## config.mk

```make
export PLATFORM = sky130hd
export DESIGN_NAME = param_bounded_counter_flat
export DESIGN_NICKNAME = d
export VERILOG_FILES = /design/src/rtl/param_bounded_counter_if.sv /design/src/rtl/param_bounded_counter.sv /design/src/flat_wrapper.sv
export SDC_FILE = /design/constraint.sdc
export NUM_CORES = 1
export LEC_CHECK = 0
export ABC_AREA = 0
export CAP_MARGIN = 20
export CORE_MARGIN = 2
export CORE_UTILIZATION = 45
export CTS_CLUSTER_DIAMETER = 100
export DETAILED_ROUTE_END_ITERATION = 10
export PLACE_DENSITY_LB_ADDON = 0.25
export SETUP_SLACK_MARGIN = 0.3
export SLEW_MARGIN = 25
export SYNTH_ARGS = -nofsm -noshare
export SYNTH_HDL_FRONTEND = slang
export SYNTH_SLANG_ARGS = --single-unit
```

## constraint.sdc

```tcl
create_clock -name clk -period 6.6 [get_ports clk]
set_input_delay 1.65 -clock clk [delete_from_list [all_inputs] [get_ports clk]]
set_output_delay 1.65 -clock clk [all_outputs]
set_load 0.05 [all_outputs]
```

## src/rtl/param_bounded_counter_if.sv

```systemverilog
// Handshake/bus bundle for param_bounded_counter: controls and bounds in,
// counter state and monitor flags out.
interface param_bounded_counter_if #(
    parameter int WIDTH = 4
);
    logic             en;
    logic             clear;
    logic             load;
    logic [WIDTH-1:0] load_val;
    logic [WIDTH-1:0] lo_bound;
    logic [WIDTH-1:0] hi_bound;
    logic [1:0]       mode;

    logic [WIDTH-1:0] count;
    logic             dir;
    logic             at_hi;
    logic             at_lo;
    logic             wrap_pulse;
    logic             bound_err;
    logic             reach_done;
    logic             reach_timeout;

    modport master (
        output en, clear, load, load_val, lo_bound, hi_bound, mode,
        input  count, dir, at_hi, at_lo, wrap_pulse, bound_err,
               reach_done, reach_timeout
    );

    modport slave (
        input  en, clear, load, load_val, lo_bound, hi_bound, mode,
        output count, dir, at_hi, at_lo, wrap_pulse, bound_err,
               reach_done, reach_timeout
    );
endinterface

```

## src/rtl/param_bounded_counter.sv

```systemverilog
// Bounded up/down/saturate/bounce counter with a reach monitor that flags
// whether hi_bound was reached within REACH_LIMIT enabled cycles.
module param_bounded_counter #(
    parameter int WIDTH       = 4,
    parameter int REACH_LIMIT = 10
) (
    input logic clk,
    input logic reset,
    param_bounded_counter_if.slave bus
);
    localparam int RW = $clog2(REACH_LIMIT + 1);
    localparam logic [RW-1:0] LIMIT = RW'(REACH_LIMIT);

    typedef enum logic [1:0] {
        M_WRAP_UP   = 2'b00,
        M_WRAP_DOWN = 2'b01,
        M_SAT_UP    = 2'b10,
        M_BOUNCE    = 2'b11
    } mode_t;

    logic [WIDTH-1:0] count_q, count_nxt;
    logic             dir_q, dir_nxt;
    logic             wrap_q, wrap_nxt;
    logic [RW-1:0]    reach_cnt_q;
    logic             done_q, timeout_q;

    logic [WIDTH-1:0] lo, hi, clamp_val, restart_val;
    logic             bound_err, in_range, eff_dir;
    mode_t            mode;

    assign lo        = bus.lo_bound;
    assign hi        = bus.hi_bound;
    assign mode      = mode_t'(bus.mode);
    assign bound_err = lo > hi;
    assign in_range  = (count_q >= lo) && (count_q <= hi);

    // Modes 00/10 force counting up and 01 down; bounce keeps its own direction.
    always_comb begin
        eff_dir = 1'b1;
        case (mode)
            M_WRAP_DOWN: eff_dir = 1'b0;
            M_BOUNCE:    eff_dir = dir_q;
            default:     eff_dir = 1'b1;
        endcase
    end

    assign restart_val = (mode == M_WRAP_DOWN) ? hi : lo;

    always_comb begin
        clamp_val = bus.load_val;
        if (bus.load_val < lo)
            clamp_val = lo;
        else if (bus.load_val > hi)
            clamp_val = hi;
    end

    always_comb begin
        count_nxt = count_q;
        dir_nxt   = dir_q;
        wrap_nxt  = 1'b0;
        if (!bound_err) begin
            if (bus.clear) begin
                count_nxt = restart_val;
                dir_nxt   = (mode != M_WRAP_DOWN);
            end else if (bus.load) begin
                count_nxt = clamp_val;
            end else begin
                dir_nxt = eff_dir;
                if (bus.en) begin
                    if (!in_range) begin
                        count_nxt = restart_val;
                    end else begin
                        case (mode)
                            M_WRAP_UP: begin
                                if (count_q == hi) begin
                                    count_nxt = lo;
                                    wrap_nxt  = 1'b1;
                                end else begin
                                    count_nxt = count_q + 1'b1;
                                end
                            end
                            M_WRAP_DOWN: begin
                                if (count_q == lo) begin
                                    count_nxt = hi;
                                    wrap_nxt  = 1'b1;
                                end else begin
                                    count_nxt = count_q - 1'b1;
                                end
                            end
                            M_SAT_UP: begin
                                if (count_q != hi)
                                    count_nxt = count_q + 1'b1;
                            end
                            M_BOUNCE: begin
                                // A zero-width window has nowhere to bounce to.
                                if (lo == hi) begin
                                    count_nxt = count_q;
                                end else if (eff_dir && count_q == hi) begin
                                    count_nxt = hi - 1'b1;
                                    dir_nxt   = 1'b0;
                                end else if (!eff_dir && count_q == lo) begin
                                    count_nxt = lo + 1'b1;
                                    dir_nxt   = 1'b1;
                                end else if (eff_dir) begin
                                    count_nxt = count_q + 1'b1;
                                end else begin
                                    count_nxt = count_q - 1'b1;
                                end
                            end
                            default: count_nxt = count_q;
                        endcase
                    end
                end
            end
        end
    end

    always_ff @(posedge clk or posedge reset) begin
        if (reset) begin
            count_q <= '0;
            dir_q   <= 1'b1;
            wrap_q  <= 1'b0;
        end else begin
            count_q <= count_nxt;
            dir_q   <= dir_nxt;
            wrap_q  <= wrap_nxt;
        end
    end

    // Reach monitor: done wins over timeout when both would fire together.
    always_ff @(posedge clk or posedge reset) begin
        if (reset) begin
            reach_cnt_q <= '0;
            done_q      <= 1'b0;
            timeout_q   <= 1'b0;
        end else if (!bound_err) begin
            if (bus.clear) begin
                reach_cnt_q <= '0;
                done_q      <= 1'b0;
                timeout_q   <= 1'b0;
            end else if (!done_q && !timeout_q) begin
                if (bus.en && reach_cnt_q != LIMIT)
                    reach_cnt_q <= reach_cnt_q + 1'b1;
                if (count_q == hi)
                    done_q <= 1'b1;
                else if (reach_cnt_q == LIMIT)
                    timeout_q <= 1'b1;
            end
        end
    end

    assign bus.count         = count_q;
    assign bus.dir           = dir_q;
    assign bus.at_hi         = (count_q == hi);
    assign bus.at_lo         = (count_q == lo);
    assign bus.wrap_pulse    = wrap_q;
    assign bus.bound_err     = bound_err;
    assign bus.reach_done    = done_q;
    assign bus.reach_timeout = timeout_q;
endmodule

```

## src/flat_wrapper.sv

```systemverilog
// flat-port wrapper written by rule: the top's interface ports become plain ports
module param_bounded_counter_flat 
#(
    parameter int WIDTH       = 4,
    parameter int REACH_LIMIT = 10
)
  (clk, reset, bus_en, bus_clear, bus_load, bus_load_val, bus_lo_bound, bus_hi_bound, bus_mode, bus_count, bus_dir, bus_at_hi, bus_at_lo, bus_wrap_pulse, bus_bound_err, bus_reach_done, bus_reach_timeout);
  param_bounded_counter_if #(.WIDTH(WIDTH)) bus_i ();
  input logic clk;
  input logic reset;
  input wire logic [$bits(bus_i.en)-1:0] bus_en;
  input wire logic [$bits(bus_i.clear)-1:0] bus_clear;
  input wire logic [$bits(bus_i.load)-1:0] bus_load;
  input wire logic [$bits(bus_i.load_val)-1:0] bus_load_val;
  input wire logic [$bits(bus_i.lo_bound)-1:0] bus_lo_bound;
  input wire logic [$bits(bus_i.hi_bound)-1:0] bus_hi_bound;
  input wire logic [$bits(bus_i.mode)-1:0] bus_mode;
  output wire logic [$bits(bus_i.count)-1:0] bus_count;
  output wire logic [$bits(bus_i.dir)-1:0] bus_dir;
  output wire logic [$bits(bus_i.at_hi)-1:0] bus_at_hi;
  output wire logic [$bits(bus_i.at_lo)-1:0] bus_at_lo;
  output wire logic [$bits(bus_i.wrap_pulse)-1:0] bus_wrap_pulse;
  output wire logic [$bits(bus_i.bound_err)-1:0] bus_bound_err;
  output wire logic [$bits(bus_i.reach_done)-1:0] bus_reach_done;
  output wire logic [$bits(bus_i.reach_timeout)-1:0] bus_reach_timeout;
  assign bus_i.en = bus_en;
  assign bus_i.clear = bus_clear;
  assign bus_i.load = bus_load;
  assign bus_i.load_val = bus_load_val;
  assign bus_i.lo_bound = bus_lo_bound;
  assign bus_i.hi_bound = bus_hi_bound;
  assign bus_i.mode = bus_mode;
  assign bus_count = bus_i.count;
  assign bus_dir = bus_i.dir;
  assign bus_at_hi = bus_i.at_hi;
  assign bus_at_lo = bus_i.at_lo;
  assign bus_wrap_pulse = bus_i.wrap_pulse;
  assign bus_bound_err = bus_i.bound_err;
  assign bus_reach_done = bus_i.reach_done;
  assign bus_reach_timeout = bus_i.reach_timeout;
  param_bounded_counter #(.WIDTH(WIDTH), .REACH_LIMIT(REACH_LIMIT)) u_core (.clk(clk), .reset(reset), .bus(bus_i));
endmodule
```

==> impl_metrics.toml <==
[status]
status = "finished, final reports clean"

[placement]
dpl.hpwl_um = 3860
post_dp_cell_area_um2 = 2060
placedCellCount = 297
place_ws_ps = 773
gp_congestion = 0.952
io_buffers = 29

[final_layout]
syn2layout_area_growth_pct = 20.1
stdcell_count = 301
final_net_count = 298
fin_area_um2 = 2110
fin_util = 0.568
diodes = 0
drive_above_1_share = 0.0632

[die]
start_util = 0.473
rows = 22
die_h_um = 66.5
die_x_um = 66.5
io_pins = 30
core-area_um2 = 3720
die-area_um2 = 4430

[sta]
post-route-period-util = 0.886
whs_ps = 533
clock.fmax_mhz = 171
rsz0062_at_grt = "no"
finalMaxSlewViolations = 0
timing_hold_violations_final = 0
worst_pin_slew_ps = 603
timing.slew.headroom = 0.597
clock-skew-final_ps = 4.43
tns_ps = 0
setup_viol = 0
fin_crit_ps = 5850
final.setup.worst_slack_ps = 754

[detailed_routing]
ant_nets = 0
totalWireLength_um = 4940
drc = 0
wire_per_inst_um = 16.4
first_pass_iters = 4
initialDrtViolationCount = 319
vias = 1815
vias_per_cell = 6.03

[cts]
cts.sink_count = 12
hold_buffers = 0
worstSkewPairLatency_ps = 240
clk_pin_slew_worst_paths_ps = 50
cts.path.max_buffers = 2
cts_tree = "yes"
cts_setup_buffers = 0
tritoncts.num_buffers = 3
cts_htree_levels = 1
root_buffer = "clkbuf_8"
cts_resized = 0

[min_path]
min_from = "u_core.reach_cnt_q[0]"
holdCritPathClass = "reg -> reg"
min_path_cells = 2
whs_endpoint = "u_core.reach_cnt_q[0]"

[pwr]
peakVddDrop_uv = 129
clkPwrFrac = 0.154
combPwrFrac = 0.615
p_int_mw = 0.263
p_sw_frac = 0.491
leakage_nw = 0.907
switchingPower_mw = 0.253
seqPwrFrac = 0.231
p_total_mw = 0.516
power_per_cell_area_nw_per_um2 = 245

[critical_path]
crit_path_top_delay_cell = "clkdlybuf4s50_1"
rr_startpoint = "u_core.bus.count[0]"
critPathKind = "in -> out"
path_max_fanout = 8
regToRegEndpoint = "u_core.bus.count[3]"
critical_path_required_ps = 4950
crit_chain = "clkdlybuf4s50_1, inv_1, ha_1, nand4_1, o31a_1, clkdlybuf4s50_1"
cp_data_arrival_time_ps = 4200
cp-start-kind = "input pin"
reg2reg_slack_ps = 3640
reg2regPathDepth = 9
cp-end-kind = "primary output"
cpPeakStageDelay_ps = 870
path_common_cell = "clkdlybuf4s50_1"
critPathLaunch = "bus_hi_bound[3]"

[logic_synthesis]
synth_edf_count = 0
synth-compound-area-share = 0.258
synth_ff_type = "dfrtp_1"
syn_avg_cell_area_um2 = 7.82
yosys_register_bits = 12
synthAdderAreaFrac = 0.178
yosysSeqAreaShare = 0.171
synth_xor_area_frac = 0.0448
synth_warnings = 0
ys_async_sr_fraction = 1.00
muxShareOfSynthArea = 0.0341
netlist_area_um2 = 1760
synth_cell_type_count = 57
synthCells = 225
synth_top_family_by_area = "compound AO/OA/AOI/OAI gates"
synthSimpleGateAreaFrac = 0.242
syn_nets = 269

[global_route]
antenna_found_initial = 0
grt_start_max_net_pins = 16
grt_usage = 0.249
grt-ovfl-total = 0
grt_pass1_vias = 1716
grt_pass1_wl_um = 8470

[job]
drv_cap = 0
==> worst max-delay path: cells and delay by family <==
family                     cells  cell delay, ps
buffers and inverters          3            1620
AOI/OAI and AO/OA              1             380
adders and majority gates      1             360
and+or+nand+nor                1             180
==> cells in the mapped netlist, types with 2 or more instances <==
cell type | n | area share
a21oi_2 | 2 | 0.010
mux2i_1 | 6 | 0.034
a31oi_1 | 3 | 0.011
o22ai_1 | 2 | 0.0071
a22o_1 | 2 | 0.010
inv_1 | 16 | 0.034
nor2_1 | 25 | 0.053
a221oi_1 | 3 | 0.015
dfrtp_1 | 11 | 0.16
nor4_1 | 3 | 0.011
nand2b_1 | 2 | 0.0071
nor2b_1 | 2 | 0.0071
nor3_1 | 6 | 0.017
xnor2_1 | 5 | 0.025
a211oi_1 | 5 | 0.021
a311oi_1 | 2 | 0.010
buf_6 | 3 | 0.019
xor2_1 | 4 | 0.020
nand4_1 | 3 | 0.011
ha_1 | 25 | 0.18
nor3b_1 | 2 | 0.0085
o211ai_1 | 4 | 0.017
nand2_1 | 22 | 0.047
o21a_1 | 4 | 0.017
nand3b_1 | 2 | 0.0085
a21oi_1 | 13 | 0.037
o21ai_0 | 10 | 0.028
nand3_1 | 9 | 0.026
==> final cells by class <==
| type | count | area, um2 |
|---|---|---|
| fillers | 370 | 1600 |
| multi-input cells | 189 | 1330 |
| repair buffers | 29 | 290 |
| flip-flops and latches | 12 | 302 |
| clock buffers | 4 | 55.1 |
| well taps | 48 | 60.1 |
| inverters | 19 | 73.8 |
==> metal layers <==
metal | vias up | routed length, um | track usage
li1 | 893 | - | -
met1 | 845 | 2380 | 0.367
met2 | 75 | 2190 | 0.386
met3 | 2 | 346 | 0.0389
met4 | 0 | 17 | 0.0434
met5 | - | 0 | 0
==> layout by cell type (no fill, tap or decap), drive strengths merged, types with 3 or more instances in the layout <==
cell / netlist / final
nor4: 3 / 3
o211ai: 4 / 4
ha: 25 / 25
o21a: 4 / 4
a311oi: 3 / 3
xor2: 4 / 4
mux2i: 6 / 6
nand4: 4 / 4
nand3: 9 / 9
a221oi: 3 / 3
o21ai: 12 / 12
xnor2: 5 / 5
nor2: 26 / 26
a21oi: 15 / 15
inv: 18 / 18
a211oi: 5 / 5
clkbuf: 1 / 4
clkdlybuf4s50: 0 / 29
a31oi: 4 / 4
dfrtp: 11 / 11
nor3: 7 / 7
nand2: 22 / 22
==> power by group through the flow <==
stage / logic, mW / registers, mW / clock network [mW]
2_1_floorplan: 0.195 / 0.144 / 0
3_3_place_gp: 0.311 / 0.119 / 0
3_5_place_dp: 0.311 / 0.119 / 0
4_1_cts: 0.313 / 0.118 / 0.0819
5_1_grt: 0.348 / 0.120 / 0.0852
6_report: 0.318 / 0.119 / 0.0795
==> flip-flops by register name, summed over array words and instances, names as in the netlist <==
signal and count:
u_core.bus.count 4, u_core.reach_cnt_q 4, u_core.bus.dir 1, u_core.bus.reach_done 1
u_core.bus.reach_timeout 1, u_core.bus.wrap_pulse 1
==> logic make-up (layout without fill, tap and decap cells) <==
family                   after synthesis  count (layout)
AO/OA/AOI/OAI                         63              63
XOR/XNOR                               9               9
adder cells (fa/ha/maj)               25              25
buffers and inverters                 24              52
flip-flops                            12              12
multiplexers                           6               6
AND/OR/NAND/NOR                       86              86
==> how the worst max path moves through the flow <==
stage | slack (ps) | endpoint | depth (start not counted)
floorplan | 2310 | bus_at_hi | 5
global placement | 830 | bus_at_hi | 6
detailed placement | 770 | bus_bound_err | 6
CTS | 770 | bus_bound_err | 6
global route | 650 | bus_bound_err | 6
finish | 750 | bus_bound_err | 6
(Power assumes the default switching activity.)
